[config.mk]
export PLATFORM = sky130hd
export DESIGN_NAME = aes_issue_stager
export DESIGN_NICKNAME = d
export VERILOG_FILES = /design/src/rtl/aes_issue_stager.sv
export SDC_FILE = /design/constraint.sdc
export NUM_CORES = 1
export LEC_CHECK = 0
export CAP_MARGIN = 20
export CORE_MARGIN = 4
export CORE_UTILIZATION = 52
export CTS_BUF_LIST = sky130_fd_sc_hd__clkbuf_8
export CTS_CLUSTER_SIZE = 24
export DETAILED_ROUTE_END_ITERATION = 8
export GPL_ROUTABILITY_DRIVEN = 0
export PLACE_DENSITY_LB_ADDON = 0.12
export SLEW_MARGIN = 20
export SYNTH_ARGS = -nofsm -noshare
export SYNTH_HDL_FRONTEND = slang
export SYNTH_SLANG_ARGS = --single-unit
[constraint.sdc]
create_clock -name clock -period 20.3 [get_ports clock]
set_input_delay 3.045 -clock clock [delete_from_list [all_inputs] [get_ports clock]]
set_output_delay 3.045 -clock clock [all_outputs]
set_load 0.005 [all_outputs]
[src/rtl/aes_issue_stager.sv]
// aes_issue_stager
// Staging stage in front of the AES encoder pipeline. It buffers
// {plaintext, key, last} records in a small FIFO. It issues at most one
// record per cycle into the non-stallable encoder, and only while
// downstream result credits are available. A tag shift register matches the
// encoder latency, so it can flag which encoder output cycles carry real
// results and which one carries the end of a message.
//
// Ports:
//   clock, reset            rising-edge clock, asynchronous active-low reset
//   in_valid/in_ready       input handshake; in_ready is a pure register
//   in_data, in_key         128-bit plaintext state and cipher key
//   in_last                 record closes the current message
//   enc_data, enc_key       registered encoder inputs (zero when idle)
//   enc_issue               enc_data/enc_key carry a real record
//   res_valid, res_last     encoder output this cycle is real / is the last
//   credit_return           downstream freed one result slot
//   done                    one-cycle pulse once a message has fully drained
//   err_credit              sticky credit-overflow flag
module aes_issue_stager #(
  parameter int DEPTH       = 4,
  parameter int ENC_LATENCY = 11,
  parameter int CREDITS     = 4
) (
  input  logic         clock,
  input  logic         reset,
  input  logic         in_valid,
  output logic         in_ready,
  input  logic [127:0] in_data,
  input  logic [127:0] in_key,
  input  logic         in_last,
  output logic [127:0] enc_data,
  output logic [127:0] enc_key,
  output logic         enc_issue,
  output logic         res_valid,
  output logic         res_last,
  input  logic         credit_return,
  output logic         done,
  output logic         err_credit
);

  localparam int AW = $clog2(DEPTH);
  localparam int CW = $clog2(CREDITS + 1);
  localparam logic [CW-1:0] CreditsMax = CW'(CREDITS);

  typedef enum logic [1:0] {OPEN, DRAIN, DONE} state_e;

  state_e                 state_q;
  logic                   inReady_q;
  logic                   done_q;
  logic [127:0]           dataMem_q [DEPTH];
  logic [127:0]           keyMem_q  [DEPTH];
  logic [DEPTH-1:0]       lastMem_q;
  logic [AW:0]            wrPtr_q, wrPtr_d;
  logic [AW:0]            rdPtr_q, rdPtr_d;
  logic [CW-1:0]          credits_q, credits_d;
  logic                   errCredit_q;
  logic [127:0]           encData_q, encKey_q;
  logic                   encIssue_q;
  logic [ENC_LATENCY-1:0] tagValid_q, tagLast_q;
  logic                   resValid_q, resLast_q;

  logic fifoEmpty, fullNext, push, pop, creditOverflow;

  // The extra wrap bit tells full apart from empty when the low bits match.
  assign fifoEmpty      = (wrPtr_q == rdPtr_q);
  assign push           = in_valid && inReady_q;
  assign pop            = !fifoEmpty && (credits_q != '0);
  assign creditOverflow = credit_return && !pop && (credits_q == CreditsMax);

  // Next pointers and credits. in_ready is registered from the post-edge
  // occupancy, so it drops right after the edge that fills the FIFO.
  always_comb begin
    wrPtr_d   = wrPtr_q + {{AW{1'b0}}, push};
    rdPtr_d   = rdPtr_q + {{AW{1'b0}}, pop};
    credits_d = credits_q;
    if (pop && !credit_return) begin
      credits_d = credits_q - CW'(1);
    end else if (credit_return && !pop && !creditOverflow) begin
      credits_d = credits_q + CW'(1);
    end
  end

  assign fullNext = (wrPtr_d[AW] != rdPtr_d[AW]) &&
                    (wrPtr_d[AW-1:0] == rdPtr_d[AW-1:0]);

  // Storage needs no reset; the pointers define which entries are live.
  always_ff @(posedge clock) begin
    if (push) begin
      dataMem_q[wrPtr_q[AW-1:0]] <= in_data;
      keyMem_q[wrPtr_q[AW-1:0]]  <= in_key;
      lastMem_q[wrPtr_q[AW-1:0]] <= in_last;
    end
  end

  always_ff @(posedge clock or negedge reset) begin
    if (!reset) begin
      wrPtr_q     <= '0;
      rdPtr_q     <= '0;
      credits_q   <= CreditsMax;
      errCredit_q <= 1'b0;
    end else begin
      wrPtr_q   <= wrPtr_d;
      rdPtr_q   <= rdPtr_d;
      credits_q <= credits_d;
      if (creditOverflow) begin
        errCredit_q <= 1'b1;
      end
    end
  end

  // Issue register and tag pipeline. Tag stage 0 loads on the same edge as
  // enc_data, and res_* is one more register after the final stage, so the
  // flags line up with the encoder output ENC_LATENCY cycles later.
  always_ff @(posedge clock or negedge reset) begin
    if (!reset) begin
      encData_q  <= '0;
      encKey_q   <= '0;
      encIssue_q <= 1'b0;
      tagValid_q <= '0;
      tagLast_q  <= '0;
      resValid_q <= 1'b0;
      resLast_q  <= 1'b0;
    end else begin
      encIssue_q    <= pop;
      encData_q     <= pop ? dataMem_q[rdPtr_q[AW-1:0]] : '0;
      encKey_q      <= pop ? keyMem_q[rdPtr_q[AW-1:0]] : '0;
      tagValid_q[0] <= pop;
      tagLast_q[0]  <= pop && lastMem_q[rdPtr_q[AW-1:0]];
      for (int i = 1; i < ENC_LATENCY; i++) begin
        tagValid_q[i] <= tagValid_q[i-1];
        tagLast_q[i]  <= tagLast_q[i-1];
      end
      resValid_q <= tagValid_q[ENC_LATENCY-1];
      resLast_q  <= tagValid_q[ENC_LATENCY-1] && tagLast_q[ENC_LATENCY-1];
    end
  end

  // Message FSM. A record with in_last closes intake. DRAIN waits for the
  // FIFO and every tag stage to empty. DONE pulses done for one cycle.
  always_ff @(posedge clock or negedge reset) begin
    if (!reset) begin
      state_q   <= OPEN;
      inReady_q <= 1'b0;
      done_q    <= 1'b0;
    end else begin
      done_q <= 1'b0;
      case (state_q)
        OPEN: begin
          if (push && in_last) begin
            state_q   <= DRAIN;
            inReady_q <= 1'b0;
          end else begin
            inReady_q <= !fullNext;
          end
        end
        DRAIN: begin
          inReady_q <= 1'b0;
          if (fifoEmpty && (tagValid_q == '0)) begin
            state_q <= DONE;
            done_q  <= 1'b1;
          end
        end
        DONE: begin
          state_q   <= OPEN;
          inReady_q <= !fullNext;
        end
        default: begin
          state_q   <= OPEN;
          inReady_q <= 1'b0;
        end
      endcase
    end
  end

  assign in_ready   = inReady_q;
  assign enc_data   = encData_q;
  assign enc_key    = encKey_q;
  assign enc_issue  = encIssue_q;
  assign res_valid  = resValid_q;
  assign res_last   = resLast_q;
  assign done       = done_q;
  assign err_credit = errCredit_q;

endmodule

* Word-level counts from Yosys, hierarchy flattened
Memory sizes are Yosys's and may differ from the RTL's.
Index checks and enable logic that the tools add are counted.
** Word-level totals
- Register bits after elaboration :: 299
- Latch bits :: 0
- Memories kept :: 2
- Memory bits (writable) :: 1024
- ROM bits :: 0
** Memory list
- dataMem_q :: words 4, bits a word 128, rd ports 1, clocked after Yosys merged registers in 0, wr ports 1, RTL line 51 : logic [127:0] dataMem_q [DEPTH];
- keyMem_q :: words 4, bits a word 128, rd ports 1, clocked after Yosys merged registers in 0, wr ports 1, RTL line 52 : logic [127:0] keyMem_q [DEPTH];
** Cells by class
- Muxes and demuxes :: 18
- Add/subtract/negate cells :: 4
- Divide/modulo/power cells :: 0
- $lt $le $gt $ge :: 3
- Equality and inequality tests :: 8
- Multiply operators :: 0
- Shift operators :: 0
- Bitwise operators :: 0
- Reductions and logical operators :: 22
** Operators by type and width (number)
- $mux 128 :: 2
- $logic_and 1x1->1 :: 12
- $logic_not 11->1 :: 1
- $mux 1 :: 7
- $add 3x1->3 :: 2
- $lt 2x3->1 const B :: 2
- $mux 3 :: 2
- $logic_not 1->1 :: 5
- $bwmux 4 :: 1
- $mux 2 :: 2
- $ne 2x2->1 const B :: 2
- $pmux 2 s2 :: 1
- $add 3x1->3 const B :: 1
- $eq 3x3->1 :: 1
- $eq 3x3->1 const B :: 1
- $reduce_bool 3->1 :: 1
- $sub 3x1->3 const B :: 1
- $bmux 1 s2 :: 1
- $demux 1 s2 :: 1
- $eq 2x1->1 const B :: 1
- $eq 2x2->1 :: 1
- $eq 2x2->1 const B :: 1
- $ge 2x1->1 const B :: 1
- $logic_not 2->1 :: 1
- 4 further kinds :: 4

* Longest topological paths before layout
Gate-level depths: netlist (run 1).
- Depth after elaboration :: 10
- Gate-level depth with buffers :: 12
- Depth with buffers taken out :: 9

* Worst setup path after synthesis (run 1)
Ideal clock, no wire load.
- Kind :: input to register
- From :: input port in_valid
- To :: memory dataMem_q[2][0] (enable)
- Setup time :: 1.243 ns
- Slack :: -2.658 ns
- Stages on the path :: 2
- Path buffers :: 0
- Data arrival time :: 21.715 ns
- Cells stage by stage :: nand2_1 > nor3b_1
** Between the ends
- Word-level cells in the longest chain between the ends :: 3
** Ends and longest elaborated chain
- start: declaration :: RTL line 27 : input logic in_valid,
- $logic_and 1x1->1 :: RTL line 67 : assign push = in_valid && inReady_q;
- $mux 1 :: RTL line 89 : if (push) begin
- $mux 1 (not written as such) :: RTL line 90 : dataMem_q[wrPtr_q[AW-1:0]] <= in_data;
- end: declaration :: RTL line 51
No other way between the ends.

* Final worst setup path (run 1)
- From :: input port in_valid
- To :: memory keyMem_q[3][41] (enable)
** Between the ends
- Word-level cells in the longest chain between the ends :: 3
** Ends and longest elaborated chain
- $logic_and 1x1->1 :: RTL line 67
- $mux 1 :: RTL line 89
- $mux 1 (not written as such) :: RTL line 91 : keyMem_q[wrPtr_q[AW-1:0]] <= in_key;
- end: declaration :: RTL line 52
No other way between the ends.

==> impl_metrics.env, run 1 <==
export IMPL_status="finished clean"
export IMPL_cap_viol_max_count=0
export IMPL_worstSetupPathType="in -> reg"
export IMPL_path_max_fanout=72
export IMPL_clkSlewWorstSetupHoldPaths_ns=0.06
export IMPL_die_h_um=307
export IMPL_hold_path_class="reg -> reg"
export IMPL_hold_buffers=0
export IMPL_worst_slew_pin_slew_ns=1.266
export IMPL_yosys_most_used_dff="edfxtp_1"
export IMPL_die_x_um=307
export IMPL_stdcell_count=4010
export IMPL_fillCellCount=5892
export IMPL_highest_layer="met5"
export IMPL_setup_viol=0
export IMPL_cts_htree_levels=4
export IMPL_required_ns=20.72
export IMPL_drv_slew=0
export IMPL_fmax_mhz=170.3
export IMPL_ys_warn_count=0
export IMPL_fin_area_um2=57110
export IMPL_synth_async_reset_ratio=0.2224
export IMPL_cts_buffer_depth=3
export IMPL_cts_root_buf="clkbuf_8"
export IMPL_grt_pass1_vias=23260
export IMPL_post_place_ws_ns=13.61
export IMPL_drtIter0Drc=1386
export IMPL_drive_above_1_share=0.2015
export IMPL_clock_latency_ns=0.81
export IMPL_place_hpwl_um=58790
export IMPL_finalWorstSetupSlack_ns=14.43
export IMPL_p_per_area_nw_per_um2=137.2
export IMPL_grt_total_usage=0.2152
export IMPL_cp_end_kind="flip-flop"
export IMPL_leakagePower_uw=0.01987
export IMPL_fin_nets=2912
export IMPL_postCtsSetupRepairBufs=0
export IMPL_dp_cells=3607
export IMPL_synth_cells=1983
export IMPL_rows=109
export IMPL_io_buffers=522
export IMPL_num_vias=21490
export IMPL_slew_headroom=0.1562
export IMPL_syn_nets=2249
export IMPL_die_area_um2=94250
export IMPL_numClockSinks=1322
export IMPL_remaining_drc_errors=0
export IMPL_antenna_left=0
export IMPL_worstPathArrival_ns=6.29
export IMPL_critPathLaunchType="primary input"
export IMPL_grt_pass1_wl_um=149200
export IMPL_fin_crit_ns=5.871
export IMPL_ioPinCount=523
export IMPL_drtPass1Iterations=5
export IMPL_cts_resized=0
export IMPL_hold_viol=0
export IMPL_avgSynthCellArea_um2=23.44
export IMPL_numCtsBuffers=201
export IMPL_avgRoutedWirePerCell_um=24.85
export IMPL_antenna_found_initial=40
export IMPL_tritoncts="done"
export IMPL_grt_max_degree=143
export IMPL_regToRegSetupSlack_ns=16.16
export IMPL_vias_per_cell=5.360
export IMPL_synth_cell_types=35
export IMPL_synth_area_um2=46490
export IMPL_core_area_um2=88510
export IMPL_place_area_um2=53040
export IMPL_synth_yosys_seq_area_share=0.8223
export IMPL_rsz0062_at_grt="false"
export IMPL_synth_edf_count=1028
export IMPL_tns_ns=0
export IMPL_skew_ns=0.02511
export IMPL_wl_met1_um=39200
export IMPL_dr_wl_met3_um=7278
export IMPL_power_total_uw=7834
export IMPL_peakVddDrop_mv=0.2953
export IMPL_wl_um=99640
export IMPL_area_delta_synth_final_pct=22.85
export IMPL_wl_met2_um=50620
export IMPL_start_util=0.5252
export IMPL_ys_ff_latch=1322
export IMPL_grt_overflow=0
export IMPL_min_period_over_period=0.2892
synthesized netlist by cell type (2+ instances only):
| cell type | instances | area share |
|---|---|---|
| nor3_1 | 4 | 0.00043 |
| clkbuf_1 | 27 | 0.0022 |
| nor4_1 | 2 | 0.00027 |
| nor3b_1 | 3 | 0.00048 |
| xnor2_1 | 5 | 0.00094 |
| and3_1 | 3 | 0.00040 |
| edfxtp_1 | 1028 | 0.66 |
| buf_6 | 2 | 0.00048 |
| and2_1 | 260 | 0.035 |
| nand2_1 | 2 | 0.00016 |
| inv_1 | 4 | 0.00032 |
| xor2_1 | 5 | 0.00094 |
| o211ai_1 | 2 | 0.00032 |
| dfrtp_1 | 293 | 0.16 |
| nand4_1 | 2 | 0.00027 |
| buf_2 | 54 | 0.0058 |
| ha_1 | 4 | 0.0011 |
| nor2_1 | 6 | 0.00048 |
| mux4_2 | 257 | 0.12 |
| buf_4 | 5 | 0.00081 |
per-stage QoR:
step	hold WS [ns]	utilization
CTS	0.3429	0.6442
detailed placement	0.3347	0.5992
global placement	0.3324	0.5992
global route	0.3578	0.6449
finish	0.3429	0.6453
floorplan	0.3312	-
logic make-up (layout without fill, tap and decap cells):
| logic type | count (synthesis) | in the layout | share of synthesized area |
|---|---|---|---|
| buffers and inverters | 92 | 928 | 0.009608 |
| AOI/OAI and AO/OA | 9 | 9 | 0.001561 |
| adders and majority gates | 5 | 5 | 0.001507 |
| DFF | 1322 | 1322 | 0.8223 |
| other | 0 | 26 | 0 |
| xor gates and xnor gates | 10 | 10 | 0.001884 |
| muxes | 257 | 257 | 0.1245 |
| and+or+nand+nor | 288 | 288 | 0.03862 |
state kept, by name, indices dropped and copies added, names as in the netlist, 2 cells and up:
| register | count |
|---|---|
| credits_q | 3 |
| dataMem_q | 512 |
| enc_data | 128 |
| enc_key | 128 |
| keyMem_q | 512 |
| lastMem_q | 4 |
| rdPtr_q | 3 |
| state_q | 2 |
| tagLast_q | 11 |
| tagValid_q | 11 |
| wrPtr_q | 3 |
cells in the final DEF, fill, tap and decap left out, drive strengths merged, types with 2 or more instances in the layout:
cell / instances
nor3b: 3
clkinvlp: 4
and3: 3
ha: 4
bufinv: 2
dfrtp: 293
edfxtp: 1028
xor2: 5
diode: 26
nor2: 7
inv: 91
mux4: 257
clkdlybuf4s50: 521
nand2: 2
nor4: 2
o211ai: 2
nor3: 4
buf: 27
xnor2: 5
clkbuf: 245
and2: 260
nand4: 2
clkinv: 38
metal layers:
| layer | GRT usage | vias to the layer above |
|---|---|---|
| met2 | 0.3476 | 703 |
| li1 | - | 9289 |
| met5 | 0 | - |
| met3 | 0.06439 | 159 |
| met1 | 0.2828 | 11320 |
| met4 | 0.07761 | 24 |
area by class of cell:
cell class	instances	area, µm²	share of cell area
sequential	1322	38240	0.6695
timing repair buffer	548	5524	0.09672
multi-input combinational	569	7834	0.1372
inverter	4	15.01	0.0002629
clock buffer	245	3372	0.05904
clock inverter	131	609.3	0.01067
antenna	26	65.06	0.001139
tap	1165	1458	0.02552
path summary, 6_finish.rpt:
kind / from / to / depth (start not counted)
setup / recovery: in_valid / keyMem_q[3][41] / 6
hold / removal: tagLast_q[7] / tagLast_q[8] / 0
setup reg to reg: rdPtr_q[1] / enc_data[7] / 6
min in group asynchronous: reset / enc_key[50] / 1
hold reg to reg: tagLast_q[7] / tagLast_q[8] / 0
max in group asynchronous: reset / rdPtr_q[0] / 3
critical path, stage by stage:
cell and delay [ns]:
clkdlybuf4s50_1 0.52, nand2_1 0.17, inv_1 0.14, and3_4 0.57, buf_6 0.69, buf_4 0.94
report_power, final:
part | internal, µW | leakage (µW) | total [µW] | switching [µW]
clock network | 1120 | 0.00236 | 2080 | 969
logic | 1190 | 0.00464 | 2170 | 975
registers | 3360 | 0.0129 | 3580 | 218
total | 5670 | 0.0199 | 7830 | 2160
(Power assumes the default switching activity.)
==> inputs of run 2 (changes only) <==
- clock period: 20.3 -> 5.2 ns (I/O delays scaled with it)
==> run 2 against run 1 <==
  * Combinational power rose to 3.9 times the previous value
  * Sequential share of layout area down 0.37 points
  * Clock skew up 0.0050 ns
  * Total power rose to 3.9 times the previous value
  * Final cell count up 0.12%
  * Non-clock buffer count up 8
  * Sequential power rose to 3.9 times the previous value
  * Critical path depth unchanged
  * Hold slack worse by 0.0059 ns
  * Die area unchanged
  * Count of clock-buffer cells in the layout down 2
  * Clock power rose to 4.0 times the previous value
  * Largest cell class unchanged
==> impl_metrics.env, run 2 (same netlist as run 1, synthesis figures left out) <==
export IMPL_drive_above_1_share=0.2078
export IMPL_cts_resized=0
export IMPL_drtPass1Iterations=5
export IMPL_core_area_um2=88510
export IMPL_worstRegToRegCells=6
export IMPL_p_sw_frac=0.2718
export IMPL_final_common_cell="edfxtp_1"
export IMPL_remaining_drc_errors=0
export IMPL_clkSlewWorstSetupHoldPaths_ns=0.06
export IMPL_worstHoldStart="tagLast_q[5]"
export IMPL_slew_headroom=0.2644
export IMPL_dp_cells=3613
export IMPL_num_vias=21560
export IMPL_peakVddDrop_mv=0.5367
export IMPL_critPathLaunchType="flip-flop"
export IMPL_postCtsSetupRepairBufs=0
export IMPL_worstSetupPathType="reg -> reg"
export IMPL_io_buffers=522
export IMPL_ioPinCount=523
export IMPL_final_cell_mix="edfxtp_1, clkdlybuf4s50_1, dfrtp_1"
export IMPL_avgRoutedWirePerCell_um=24.24
export IMPL_drtIter0Drc=1431
export IMPL_min_path_cells=0
export IMPL_worst_slew_pin_slew_ns=1.103
export IMPL_grt_pass1_wl_um=146200
export IMPL_grt_overflow=0
export IMPL_p_per_area_nw_per_um2=534.4
export IMPL_hold_buffers=1
export IMPL_hold_path_class="reg -> reg"
export IMPL_area_delta_synth_final_pct=23.54
export IMPL_min_period_over_period=0.5855
export IMPL_fmax_mhz=328.4
export IMPL_regToRegSetupSlack_ns=2.16
export IMPL_required_ns=5.94
export IMPL_clock_latency_ns=0.84
export IMPL_antenna_found_initial=29
export IMPL_wl_um=97340
export IMPL_leakagePower_uw=0.01997
export IMPL_grt_pass1_vias=23270
export IMPL_path_max_fanout=152
export IMPL_tritoncts="done"
export IMPL_rows=109
export IMPL_r2r_end="enc_key[22]"
export IMPL_setup_viol=0
export IMPL_p_comb_frac=0.275
export IMPL_fin_nets=2922
export IMPL_skew_ns=0.03010
export IMPL_p_switching_uw=8343
export IMPL_place_hpwl_um=55840
export IMPL_die_h_um=307
export IMPL_hold_viol=0
export IMPL_fillCellCount=5926
export IMPL_antenna_left=0
export IMPL_status="finished clean"
export IMPL_numCtsBuffers=203
export IMPL_die_area_um2=94250
export IMPL_start_util=0.5252
export IMPL_post_place_ws_ns=1.799
export IMPL_stdcell_count=4015
export IMPL_worstPathArrival_ns=3.78
export IMPL_rsz0062_at_grt="false"
export IMPL_power_total_uw=30690
export IMPL_drv_slew=0
export IMPL_cp_end_kind="flip-flop"
export IMPL_holdPathEnd="tagLast_q[6]"
export IMPL_grt_max_degree=259
export IMPL_vias_per_cell=5.371
export IMPL_cap_viol_max_count=0
export IMPL_die_x_um=307
export IMPL_cts_htree_levels=4
export IMPL_grt_total_usage=0.2096
export IMPL_pwr_share_clk=0.272
export IMPL_fin_crit_ns=3.045
export IMPL_finalWorstSetupSlack_ns=2.155
export IMPL_numClockSinks=1322
export IMPL_cts_buffer_depth=3
export IMPL_seq_power_share=0.453
export IMPL_p_int_uw=22350
export IMPL_cts_root_buf="clkbuf_8"
export IMPL_rr_startpoint="rdPtr_q[0]"
run 2: changes by cell type in the layout (fill, tap and decap cells not counted), moves of 3 or more:
cell       previous run  this run
bufinv_16             2         5
inv_8                 0         3
inv_1                86        71
clkinv_1             18        27
diode_2              26        16
inv_6                 5         2
clkinv_2             20        28
buf_12                6        16
run 2: metal layers:
metal	global-route usage	vias to the layer above	share of wire
li1	-	9306	-
met3	0.06639	167	0.077
met2	0.3370	723	0.50
met1	0.2781	11340	0.40
met4	0.06758	24	0.022
met5	0	-	0.0015
run 2: worst max-delay path by stage:
stage                            end        from  slack [ns]  cells after the start
floorplan            dataMem_q[1][0]    in_valid       -2.61                      2
global placement    dataMem_q[3][50]    in_valid        1.79                      5
detailed placement  dataMem_q[3][38]    in_valid        1.80                      5
CTS                     credits_q[1]  rdPtr_q[0]        2.10                      7
global route             enc_key[22]  rdPtr_q[0]        1.89                      6
finish                   enc_key[22]  rdPtr_q[0]        2.16                      6
run 2: layout make-up:
class	instances	area [µm²]	share of cell area
Multi-Input combinational cell	569	7869	0.1370
Clock inverter	140	764.5	0.01331
Sequential cell	1322	38240	0.6657
Clock buffer	243	3344	0.05823
Tap cell	1165	1458	0.02538
Antenna cell	16	40.04	0.0006971
Inverter	4	15.01	0.0002614
Timing Repair Buffer	556	5708	0.09938
run 2: worst max-delay path, cell delays in order, from the launching register on:
cell and delay, ns:
dfrtp_4 0.93, xnor2_1 0.24, and3_1 0.33, nor2_8 0.17, buf_12 0.34, buf_16 0.45
and2_1 0.27
run 2: through the flow:
stage / hold WS [ns] / instance area (µm²) / setup TNS [ns] / utilization
after floorplan: 0.3312 / 46540 / -1888.93 / -
after global placement: 0.3316 / 53230 / 0 / 0.6014
after detailed placement: 0.3347 / 53230 / 0 / 0.6014
after CTS: 0.3465 / 57350 / 0 / 0.6479
after global routing: 0.3494 / 57410 / 0 / 0.6487
final: 0.3369 / 57430 / 0 / 0.6489
run 2: power by group through the flow:
stage	Clock (µW)	Sequential (µW)	Combinational, µW
global placement	0	14100	8530
CTS	8610	13900	8660
global route	9140	14000	9150
floorplan	0	13900	4870
detailed placement	0	14100	8590
finish	8360	13900	8440
==> inputs of run 3 (changes only) <==
- CORE_UTILIZATION: 52 -> 58
- clock period: 5.2 -> 2.9 ns (I/O delays scaled with it)
==> run 3 against run 2 <==
  * Combinational power increased by 82%
  * Non-clock buffer count increased by 33
  * Critical path depth increased by 1
  * Cell area increased by 0.11%
  * Critical path type unchanged
==> impl_metrics.env, run 3 (same netlist as run 1, synthesis figures left out) <==
export IMPL_slew_headroom=0.3118
export IMPL_crit_path_top_delay_cell="dfrtp_4"
export IMPL_regToRegSetupSlack_ns=0.34
export IMPL_power_total_uw=54270
export IMPL_path_max_fanout=9
export IMPL_final_cell_mix="edfxtp_1, clkdlybuf4s50_1, dfrtp_1"
export IMPL_core_area_um2=79260
export IMPL_grt_pass1_vias=23430
export IMPL_leakagePower_uw=0.02014
export IMPL_min_period_over_period=0.8827
export IMPL_drtIter0Drc=1544
export IMPL_path_buf_inv=1
export IMPL_remaining_drc_errors=0
export IMPL_postCtsSetupRepairBufs=0
export IMPL_cp_end_kind="flip-flop"
export IMPL_post_place_ws_ns=0.3235
export IMPL_avgRoutedWirePerCell_um=24.28
export IMPL_rows=103
export IMPL_cts_buffer_depth=3
export IMPL_worstPathArrival_ns=3.24
export IMPL_drv_slew=0
export IMPL_die_x_um=291.1
export IMPL_io_buffers=522
export IMPL_drive_above_1_share=0.2087
export IMPL_status="finished clean"
export IMPL_rsz0062_at_grt="false"
export IMPL_num_vias=21570
export IMPL_grt_max_degree=145
export IMPL_drtPass1Iterations=5
export IMPL_place_hpwl_um=59940
export IMPL_grt_overflow=0
export IMPL_crit_family="simple AND/OR/NAND/NOR gates"
export IMPL_die_h_um=291.1
export IMPL_fin_crit_ns=2.560
export IMPL_p_per_area_nw_per_um2=943.9
export IMPL_hold_viol=0
export IMPL_required_ns=3.58
export IMPL_critPathLaunchType="flip-flop"
export IMPL_grt_pass1_wl_um=145400
export IMPL_fmax_mhz=390.7
export IMPL_cts_htree_levels=4
export IMPL_cts_resized=0
export IMPL_finalWorstSetupSlack_ns=0.3402
export IMPL_final_common_cell="edfxtp_1"
export IMPL_setup_viol=0
export IMPL_numCtsBuffers=198
export IMPL_worstRegToRegCells=7
export IMPL_numClockSinks=1322
export IMPL_start_util=0.5865
export IMPL_clkSlewWorstSetupHoldPaths_ns=0.06
export IMPL_die_area_um2=84750
export IMPL_skew_ns=0.04037
export IMPL_rr_startpoint="rdPtr_q[0]"
export IMPL_crit_chain="xnor2_1 -> and3_1 -> or3_1 -> fa_1 -> inv_1 -> o221ai_1 -> a222oi_1"
export IMPL_place_area_um2=53600
export IMPL_tritoncts="done"
export IMPL_area_delta_synth_final_pct=23.68
export IMPL_ioPinCount=523
export IMPL_worst_slew_pin_slew_ns=1.032
export IMPL_r2r_end="credits_q[1]"
export IMPL_cts_root_buf="clkbuf_8"
export IMPL_worstSetupPathType="reg -> reg"
export IMPL_fin_area_um2=57500
export IMPL_hold_path_class="in -> async"
export IMPL_vias_per_cell=5.488
export IMPL_slowest_delay_ns=0.57
export IMPL_fillCellCount=4630
export IMPL_tns_ns=0
export IMPL_clock_latency_ns=0.82
export IMPL_fin_nets=2950
export IMPL_hold_buffers=1
export IMPL_grt_total_usage=0.2300
export IMPL_antenna_left=0
export IMPL_wl_um=95410
export IMPL_peakVddDrop_mv=1.220
export IMPL_cap_viol_max_count=0
export IMPL_antenna_found_initial=30
## run 3: cell count changes in the layout (fill, tap and decap cells not counted), sizes merged
| cell | change |
|---|---|
| clkbuf | -20 |
| inv | +28 |
| bufinv | -3 |
| clkinvlp | -4 |
| clkinv | -7 |
| buf | +33 |
| diode | +3 |
## run 3: how the worst max path moves through the flow
stage	from	endpoint	depth (start not counted)	slack [ns]
after floorplan	wrPtr_q[0]	dataMem_q[2][0]	1	-4.54
after global placement	rdPtr_q[0]	credits_q[2]	8	0.41
after detailed placement	rdPtr_q[0]	credits_q[1]	7	0.32
after CTS	rdPtr_q[0]	credits_q[2]	8	0.35
after global routing	rdPtr_q[0]	in_ready	9	0.17
final	rdPtr_q[0]	credits_q[1]	7	0.34
## run 3: through the flow
stage	util	cells	hold WS, ns
after floorplan	-	1983	0.1394
after global placement	0.6763	3533	0.3334
after detailed placement	0.6763	3533	0.3370
after CTS	0.7249	3911	0.07987
after global routing	0.7252	3921	0.1132
final	0.7255	3930	0.1424
## run 3: area by class of cell
class	count	area, µm²	area share
inverter	4	15.01	0.0002611
antenna	19	47.55	0.0008269
clock buffer	223	3069	0.05338
tap	1050	1314	0.02285
timing repair buffer	589	6173	0.1074
sequential	1322	38240	0.6650
clock inverter	154	772.0	0.01343
multi-input combinational	569	7869	0.1369
## run 3: report_power, final
group	leakage (µW)	switching, µW	internal [µW]
Combinational	0.00496	6810	8550
Sequential	0.0129	1250	23500
Clock	0.00231	6840	7290
## run 3: per-layer routing
metal	share of wire	vias to the layer above	GRT usage
li1	-	9369	-
met1	0.38	11220	0.2985
met2	0.52	770	0.3793
met3	0.077	182	0.06241
met4	0.027	24	0.08594
met5	0.0016	-	0
## run 3: worst register-to-register path: stages (launching register included)
cell and delay (ns):
dfrtp_4 0.57, xnor2_1 0.19, and3_1 0.29, or3_1 0.41, fa_1 0.47, inv_1 0.08
o221ai_1 0.09, a222oi_1 0.35
